--- src/rtl/wb_byte_bus_bridge.sv ---
`default_nettype none
// ============================================================================
// Module   : wb_byte_bus_bridge
// Purpose  : Wishbone slave that splits each 32-bit data-bus access into
//            sequential 8-bit byte-bus accesses. Byte lanes are serviced MSB
//            lane first (big-endian: sel[3] = bits 31:24 = byte offset 0).
//            The upstream access is acked once, after the last byte.
// Revision : 1.0 - initial release
// ----------------------------------------------------------------------------
// Ports
//   wb_clk, wb_rst_n       bus clock, asynchronous active-low reset
//   wbs_*                  upstream 32-bit Wishbone slave port
//                          (cti/bte ignored, rty tied low)
//   wbm_*                  downstream 8-bit Wishbone master port
// Options
//   WB_BYTE_BUS_BRIDGE_TIMEOUT_EN
//       When defined, a TIMEOUT_WIDTH-bit watchdog aborts a byte access that
//       waits in REQ until the counter reaches all-ones (reported as error).
//       When undefined, REQ waits indefinitely for ack/err.
// ============================================================================
module wb_byte_bus_bridge #(
    parameter int WB_ADR_WIDTH  = 32,
    parameter int WB_DAT_WIDTH  = 32,
    parameter int TIMEOUT_WIDTH = 8
) (
    input  logic                    wb_clk,
    input  logic                    wb_rst_n,
    // upstream slave port
    input  logic [WB_ADR_WIDTH-1:0] wbs_adr_i,
    input  logic [WB_DAT_WIDTH-1:0] wbs_dat_i,
    input  logic [3:0]              wbs_sel_i,
    input  logic                    wbs_we_i,
    input  logic                    wbs_cyc_i,
    input  logic                    wbs_stb_i,
    input  logic [2:0]              wbs_cti_i,
    input  logic [1:0]              wbs_bte_i,
    output logic [WB_DAT_WIDTH-1:0] wbs_dat_o,
    output logic                    wbs_ack_o,
    output logic                    wbs_err_o,
    output logic                    wbs_rty_o,
    // downstream byte master port
    output logic [WB_ADR_WIDTH-1:0] wbm_adr_o,
    output logic [7:0]              wbm_dat_o,
    output logic                    wbm_we_o,
    output logic                    wbm_cyc_o,
    output logic                    wbm_stb_o,
    input  logic [7:0]              wbm_dat_i,
    input  logic                    wbm_ack_i,
    input  logic                    wbm_err_i
);

    localparam logic [1:0] c_st_idle = 2'd0;
    localparam logic [1:0] c_st_req  = 2'd1;
    localparam logic [1:0] c_st_gap  = 2'd2;
    localparam logic [1:0] c_st_resp = 2'd3;

    // Elaboration-time parameter sanity checks
    if (WB_DAT_WIDTH != 32) begin : g_dat_width_check
        $error("wb_byte_bus_bridge: WB_DAT_WIDTH must be 32 (4 byte lanes)");
    end
    if (TIMEOUT_WIDTH < 2) begin : g_timeout_width_check
        $error("wb_byte_bus_bridge: TIMEOUT_WIDTH must be at least 2");
    end

    // ------------------------------------------------------------------
    // Lane helpers: offset 0 is the most significant byte
    // ------------------------------------------------------------------
    function automatic logic [7:0] lane_byte(input logic [31:0] d, input logic [1:0] off);
        logic [7:0] b;
        case (off)
            2'd0:    b = d[31:24];
            2'd1:    b = d[23:16];
            2'd2:    b = d[15:8];
            default: b = d[7:0];
        endcase
        return b;
    endfunction

    function automatic logic [31:0] put_byte(input logic [31:0] d, input logic [1:0] off,
                                             input logic [7:0] b);
        logic [31:0] r;
        r = d;
        case (off)
            2'd0:    r[31:24] = b;
            2'd1:    r[23:16] = b;
            2'd2:    r[15:8]  = b;
            default: r[7:0]   = b;
        endcase
        return r;
    endfunction

    // Lowest pending offset; mask bit (3 - offset) belongs to offset
    function automatic logic [1:0] first_lane(input logic [3:0] mask);
        logic [1:0] off;
        if (mask[3])      off = 2'd0;
        else if (mask[2]) off = 2'd1;
        else if (mask[1]) off = 2'd2;
        else              off = 2'd3;
        return off;
    endfunction

    // ------------------------------------------------------------------
    // State
    // ------------------------------------------------------------------
    logic [1:0]              state_q,   state_d;
    logic [3:0]              pend_q,    pend_d;     // lanes still to transfer
    logic [WB_DAT_WIDTH-1:0] wdat_q,    wdat_d;     // latched write word
    logic                    fail_q,    fail_d;     // RESP reports error
    logic                    hold_q,    hold_d;     // extra RESP cycle for empty access
    logic [WB_ADR_WIDTH-1:0] wbm_adr_q, wbm_adr_d;
    logic [7:0]              wbm_dat_q, wbm_dat_d;
    logic                    wbm_we_q,  wbm_we_d;
    logic                    wbm_cyc_q, wbm_cyc_d;
    logic                    wbm_stb_q, wbm_stb_d;
    logic [WB_DAT_WIDTH-1:0] wbs_dat_q, wbs_dat_d;
    logic                    wbs_ack_q, wbs_ack_d;
    logic                    wbs_err_q, wbs_err_d;

    logic                    timeout_hit;
    logic [1:0]              cur_lane;
    logic [3:0]              cur_bit;
    logic [3:0]              pend_left;
    logic [1:0]              new_lane;
    logic [1:0]              next_lane;
    logic                    w_unused_bits;

    // The current lane is always the low address bits on the byte bus
    assign cur_lane  = wbm_adr_q[1:0];
    assign cur_bit   = 4'b1000 >> cur_lane;
    assign pend_left = pend_q & ~cur_bit;
    assign new_lane  = first_lane(wbs_sel_i);
    assign next_lane = first_lane(pend_q);

    // Classic-cycle only; word-aligned addressing
    assign w_unused_bits = ^{wbs_cti_i, wbs_bte_i, wbs_adr_i[1:0]};

    // ------------------------------------------------------------------
    // Byte-wait watchdog
    // ------------------------------------------------------------------
`ifdef WB_BYTE_BUS_BRIDGE_TIMEOUT_EN
    logic [TIMEOUT_WIDTH-1:0] tmo_cnt_q, tmo_cnt_d;

    // Held at zero outside REQ, so every REQ entry starts a fresh count
    always_comb begin
        tmo_cnt_d   = '0;
        timeout_hit = 1'b0;
        if (state_q == c_st_req && !wbm_ack_i && !wbm_err_i) begin
            tmo_cnt_d   = tmo_cnt_q + 1'b1;
            timeout_hit = &tmo_cnt_d;
        end
    end

    always_ff @(posedge wb_clk or negedge wb_rst_n) begin
        if (!wb_rst_n) begin
            tmo_cnt_q <= '0;
        end else begin
            tmo_cnt_q <= tmo_cnt_d;
        end
    end
`else
    assign timeout_hit = 1'b0;
`endif

    // ------------------------------------------------------------------
    // Next-state logic
    // ------------------------------------------------------------------
    always_comb begin
        state_d   = state_q;
        pend_d    = pend_q;
        wdat_d    = wdat_q;
        fail_d    = fail_q;
        hold_d    = hold_q;
        wbm_adr_d = wbm_adr_q;
        wbm_dat_d = wbm_dat_q;
        wbm_we_d  = wbm_we_q;
        wbm_cyc_d = wbm_cyc_q;
        wbm_stb_d = wbm_stb_q;
        wbs_dat_d = wbs_dat_q;
        wbs_ack_d = 1'b0;
        wbs_err_d = 1'b0;

        case (state_q)
            c_st_idle: begin
                if (wbs_cyc_i && wbs_stb_i) begin
                    wdat_d    = wbs_dat_i;
                    wbs_dat_d = '0;
                    fail_d    = 1'b0;
                    pend_d    = wbs_sel_i;
                    if (wbs_sel_i == 4'b0000) begin
                        // No lanes: respond without touching the byte bus,
                        // still taking the two-cycle minimum latency
                        hold_d  = 1'b1;
                        state_d = c_st_resp;
                    end else begin
                        wbm_adr_d = {wbs_adr_i[WB_ADR_WIDTH-1:2], new_lane};
                        wbm_dat_d = lane_byte(wbs_dat_i, new_lane);
                        wbm_we_d  = wbs_we_i;
                        wbm_cyc_d = 1'b1;
                        wbm_stb_d = 1'b1;
                        state_d   = c_st_req;
                    end
                end
            end

            c_st_req: begin
                if (!wbs_cyc_i) begin
                    // Master abandoned the access: silent return to idle
                    pend_d    = '0;
                    wbm_we_d  = 1'b0;
                    wbm_cyc_d = 1'b0;
                    wbm_stb_d = 1'b0;
                    state_d   = c_st_idle;
                end else if (wbm_err_i || timeout_hit) begin
                    // Error takes priority over a simultaneous ack
                    pend_d    = '0;
                    fail_d    = 1'b1;
                    wbm_we_d  = 1'b0;
                    wbm_cyc_d = 1'b0;
                    wbm_stb_d = 1'b0;
                    state_d   = c_st_resp;
                end else if (wbm_ack_i) begin
                    if (!wbm_we_q) begin
                        wbs_dat_d = put_byte(wbs_dat_q, cur_lane, wbm_dat_i);
                    end
                    pend_d = pend_left;
                    if (pend_left != 4'b0000) begin
                        // Strobe gap stops a registered-ack slave double-acking
                        wbm_stb_d = 1'b0;
                        state_d   = c_st_gap;
                    end else begin
                        wbm_we_d  = 1'b0;
                        wbm_cyc_d = 1'b0;
                        wbm_stb_d = 1'b0;
                        state_d   = c_st_resp;
                    end
                end
            end

            c_st_gap: begin
                if (!wbs_cyc_i) begin
                    pend_d    = '0;
                    wbm_we_d  = 1'b0;
                    wbm_cyc_d = 1'b0;
                    wbm_stb_d = 1'b0;
                    state_d   = c_st_idle;
                end else begin
                    wbm_adr_d = {wbm_adr_q[WB_ADR_WIDTH-1:2], next_lane};
                    wbm_dat_d = lane_byte(wdat_q, next_lane);
                    wbm_stb_d = 1'b1;
                    state_d   = c_st_req;
                end
            end

            default: begin // c_st_resp
                if (hold_q) begin
                    hold_d = 1'b0;
                end else begin
                    wbs_ack_d = !fail_q;
                    wbs_err_d = fail_q;
                    state_d   = c_st_idle;
                end
            end
        endcase
    end

    // ------------------------------------------------------------------
    // Registers
    // ------------------------------------------------------------------
    always_ff @(posedge wb_clk or negedge wb_rst_n) begin
        if (!wb_rst_n) begin
            state_q   <= c_st_idle;
            pend_q    <= '0;
            wdat_q    <= '0;
            fail_q    <= 1'b0;
            hold_q    <= 1'b0;
            wbm_adr_q <= '0;
            wbm_dat_q <= '0;
            wbm_we_q  <= 1'b0;
            wbm_cyc_q <= 1'b0;
            wbm_stb_q <= 1'b0;
            wbs_dat_q <= '0;
            wbs_ack_q <= 1'b0;
            wbs_err_q <= 1'b0;
        end else begin
            state_q   <= state_d;
            pend_q    <= pend_d;
            wdat_q    <= wdat_d;
            fail_q    <= fail_d;
            hold_q    <= hold_d;
            wbm_adr_q <= wbm_adr_d;
            wbm_dat_q <= wbm_dat_d;
            wbm_we_q  <= wbm_we_d;
            wbm_cyc_q <= wbm_cyc_d;
            wbm_stb_q <= wbm_stb_d;
            wbs_dat_q <= wbs_dat_d;
            wbs_ack_q <= wbs_ack_d;
            wbs_err_q <= wbs_err_d;
        end
    end

    assign wbs_dat_o = wbs_dat_q;
    assign wbs_ack_o = wbs_ack_q;
    assign wbs_err_o = wbs_err_q;
    assign wbs_rty_o = 1'b0;
    assign wbm_adr_o = wbm_adr_q;
    assign wbm_dat_o = wbm_dat_q;
    assign wbm_we_o  = wbm_we_q;
    assign wbm_cyc_o = wbm_cyc_q;
    assign wbm_stb_o = wbm_stb_q;

endmodule
`default_nettype wire

--- config.mk ---
export PLATFORM = sky130hd
export DESIGN_NAME = wb_byte_bus_bridge
export DESIGN_NICKNAME = d
export VERILOG_FILES = /design/src/rtl/wb_byte_bus_bridge.sv
export SDC_FILE = /design/constraint.sdc
export NUM_CORES = 1
export LEC_CHECK = 0
export ABC_AREA = 1
export BUFFER_PORTS_ARGS = -buffer_cell sky130_fd_sc_hd__buf_2
export CORE_AREA = 2 2 181 94
export DETAILED_ROUTE_END_ITERATION = 6
export DIE_AREA = 0 0 183 96
export SYNTH_ARGS = -nofsm -noshare
export SYNTH_HDL_FRONTEND = slang
export SYNTH_SLANG_ARGS = --single-unit
export TNS_END_PERCENT = 1
--- constraint.sdc ---
create_clock -name wb_clk -period 2 [get_ports wb_clk]
set_input_delay 0 -clock wb_clk [delete_from_list [all_inputs] [get_ports wb_clk]]
set_output_delay 0 -clock wb_clk [all_outputs]
set_load 0.05 [all_outputs]
==> impl_results.md <==
* Synth async-reset ratio at 100%
* Worst hold path depth at 5
* Path category of the worst min-delay check: in -> reg
* Post-route ant nets at 0
* Half-perimeter wire length of the detailed placement result at 11.4 mm
* Min Clock Period, post-route at 1.82 ns
* Critical Path, Cell by Cell: inv_1, ha_1, inv_2, o21ai_2, nand2_2, nor2_8, o21ai_4, nand2_1, o21ai_2
* Clock tree root driver cell: clkbuf_16
* Number of cells on the critical path at 9
* CP top delay family: simple AND/OR/NAND/NOR gates
* Number of hold-slack violations in the final timing report at 0
* Max-cap violation count at 0
* CP required at 2.27 ns
* Worst path max stage delay at 0.42 ns
* Maximum frequency from static timing analysis at 0.550 GHz
* Share of total power in sequential cells at 29.2%
* Final WS setup at 0.182 ns
* I/O pins at 166
* EDFF count, synth at 0
* Worst Reg2Reg Path Length in Cells at 9
* Via-to-Cell Ratio at 4.58
* Minimum setup slack among reg-to-reg paths at 0.18 ns
* Total chip power at 13.6 mW
* Drt first pass iters at 5
* Worst path bufs/invs at 2
* Std-Cell Rows at 33
* Leakage at 4.27 nW
* Top cell type's share of synthesized area at 53.0%
* Dominant cells by area after synthesis: dfrtp_1 (53%), nand2_1 (18%), inv_1 (5.2%), o21ai_1 (4.3%), o21ai_0 (2.9%)
* DRT iter0 DRCs at 345
* Number of clock sinks at 117
* Run status: completed
* Pin count of the biggest net entering global routing at 61
* First-pass GRT wire length at 26.6 mm
* Worst-case clock buffer depth at 2
* Pre-CTS worst setup slack at 0.187 ns
* Share of post-route cells with drive strength above 1 at 25.2%
* Switching pwr at 6.48 mW
* Transition at the pin with the smallest max-transition slack at 0.603 ns
* Unrepaired setup endpoints after global routing: false
* Grt total ovfl at 0
* Level count of the clock H-tree at 4
* Hold worst-path end: pend_q[0]$_DFFE_PN0P_
* Startpoint types: flip-flop
* Antenna diodes at 0
* Sequential fraction of the synthesis area at 53.0%
* Overall die height at 96 um
* Number of global-route vias before repair at 5032
* Compound-cell area share of the yosys netlist at 11.4%
* Final Wtd Congestion at 0.812
* Total wire length after detailed routing at 16.6 mm
* Pwr/cell area at 1720 mW/mm2
* Flip-flop and latch count after synthesis at 117
* Sort of element at the end of the critical path: flip-flop
* Main synth FF type: dfrtp_1
* Cell internal pwr at 7.12 mW
* Routed len/inst at 14.5 um
* Hold slack final at 0.0535 ns
* Slowest stage cell on the critical path: dfrtp_1
* Data arrival time of the critical path at 2.09 ns
* Accumulated negative setup slack at 0 ns
* Share of the cycle needed by the critical path after routing at 90.9%
* Crit Reg-Reg Endpoint: wbs_dat_o[27]$_DFFE_PN0P_
* Top cell type by total area after synthesis: dfrtp_1
* Share of power burned in combinational logic at 47.2%
* Via count of the routed design at 5254
* Slew Limit Fails at 0
* Worst-case vdd ir drop at 0.000783 V
* Die outline area at 0.0176 mm2
* Number of fillers in the final layout at 1544
* Antenna violations before repair at 0
* Largest family of logic cells by synthesized area: simple AND/OR/NAND/NOR gates
* Post-route clock skew at 0.0118 ns
* Clk Latency, worst-skew pair at 0.41 ns
* Signed area change from the synthesized netlist to the final layout at 43.3%
* Relative contribution of the clock network to total power at 23.6%
* Placed cell count at 1042
* Core footprint at 0.0160 mm2
* Hold Path Origin: wbs_sel_i[0]
* Number of buffers inserted during clock tree synthesis at 17
* Horiz. Die Dim at 183 um
* Yosys warns at 0
* Launch instance of the worst register-to-register path: state_q[0]$_DFFE_PN0P_
* Reg clk slew, reported paths at 0.06 ns
* Startpoint-to-endpoint class of the critical path: reg -> reg
* Switching Share at 47.7%
* Most used cell along the critical path: o21ai_2
* Number of cells in the finished layout apart from fillers at 1147
* Most common cell in the netlist: nand2_1
* Number of buffers inserted by post-CTS setup repair at 0
* Multiplexer share of the synthesized area at 0%
* Adder and majority cell fraction of the synthesized area at 0.906%
* Netlist area before placement at 0.00553 mm2
* Drc violations at 0
* Xor-xnor portion of the synthesized cell area at 0%
* TritonCTS clock tree: done
* Number of input and output port buffers inserted at 157
* Number of nets at the end of the flow at 1016
* Post-synth net total at 778
* Maximum fanout encountered on the critical timing path at 16
* Aggregate global-route resource usage at 19.8%
* Slew headroom at 59.8%
* Most used standard cells in the synthesized netlist: nand2_1 (263), dfrtp_1 (117), inv_1 (77)
* Number of instances in the synthesized netlist at 686
* Post-synthesis average cell area at 8.05 um2
* Post-synthesis cell type count at 29
* Synth Area in Simple Gates at 26.3%
* Initial core utilization at 34.5%
* Final setup vio count at 0
[logic make-up after synthesis]
kind of cell,Yosys count
fa+ha+maj,4
flops,117
simple gates,345
buf+inv,106
compound gates,113
other cells,1
[power groups by stage]
| stage | sequential, mW | clock, mW | combinational [mW] |
|---|---|---|---|
| 6_report | 3.97 | 3.21 | 6.43 |
| 4_1_cts | 3.96 | 3.29 | 6.41 |
| 3_5_place_dp | 3.97 | 0 | 6.31 |
| 3_3_place_gp | 3.98 | 0 | 6.23 |
| 5_1_grt | 4.09 | 3.40 | 7.07 |
| 2_1_floorplan | 6.06 | 0 | 2.62 |
[cell usage in the layout (no fill, tap or decap), types with 4 or more instances in the layout]
| cell type | Yosys | routed |
|---|---|---|
| inv_6 | 0 | 4 |
| nor2_1 | 25 | 25 |
| nor2_2 | 5 | 5 |
| nor3_1 | 4 | 4 |
| buf_2 | 8 | 156 |
| a21oi_1 | 14 | 14 |
| o21ai_2 | 11 | 11 |
| o21ai_1 | 48 | 48 |
| o22ai_1 | 5 | 5 |
| nand3b_1 | 8 | 8 |
| nand3_1 | 24 | 24 |
| nand4_1 | 4 | 4 |
| nand2_2 | 4 | 4 |
| nand2_1 | 263 | 263 |
| o21ai_0 | 32 | 32 |
| inv_1 | 77 | 77 |
| buf_4 | 6 | 13 |
| dlygate4sd3_1 | 0 | 73 |
| dfrtp_1 | 117 | 117 |
| clkbuf_16 | 0 | 17 |
[area by class of cell]
class | count | area [um2] | area share [%]
multi-input combinational | 463 | 2150 | 27.1
sequential | 117 | 2930 | 37.0
inverter | 81 | 307 | 3.87
tap | 210 | 263 | 3.32
clock buffer | 19 | 453 | 5.72
timing repair buffer | 244 | 1650 | 20.8
clock inverter | 13 | 171 | 2.16
[per-stage QoR]
step	area, um2	utilization [%]
after floorplan	5530	-
after global placement	6550	40.9
after detailed placement	6550	40.9
after CTS	7910	49.3
after global routing	7920	49.4
final	7920	49.4
[worst max path at each step]
stage / from / slack [ns] / endpoint
6_report: state_q[0]$_DFFE_PN0P_ / 0.18 / wbs_dat_o[27]$_DFFE_PN0P_
5_1_grt: state_q[0]$_DFFE_PN0P_ / 0.006 / wbs_dat_o[31]$_DFFE_PN0P_
4_1_cts: state_q[0]$_DFFE_PN0P_ / 0.16 / wbm_dat_o[1]$_DFFE_PN0P_
3_5_place_dp: state_q[0]$_DFFE_PN0P_ / 0.19 / wbm_dat_o[1]$_DFFE_PN0P_
3_3_place_gp: state_q[0]$_DFFE_PN0P_ / 0.24 / wbm_dat_o[2]$_DFFE_PN0P_
2_1_floorplan: state_q[0]$_DFFE_PN0P_ / 0.34 / wbs_dat_o[25]$_DFFE_PN0P_
[tightest hold or removal path, cell delays in order]
cell     delay, ns
buf_2         0.10
inv_1         0.11
o22ai_1       0.09
nand2_1       0.07
nand2_1       0.04
[flip-flops by register name, indices dropped and copies added (netlist names)]
name and count:
fail_q 1, hold_q 1, pend_q 4, state_q 2, wbm_adr_o 32, wbm_cyc_o 1, wbm_dat_o 8, wbm_stb_o 1
wbm_we_o 1, wbs_ack_o 1, wbs_dat_o 32, wbs_err_o 1, wdat_q 32
[routing by layer]
layer | routed length, um | GRT usage (%)
met1 | 8650 | 30.8
met2 | 6590 | 26.8
met3 | 1270 | 4.92
met4 | 81 | 4.93
met5 | 0 | 0
[repair_timing]
item                       CTS  global route
gates resized for setup      0             4
hold endpoints to repair   183             0
setup endpoints to repair    0             9
hold buffers                73             0
No activity file was read; power rests on OpenSTA's default activity.
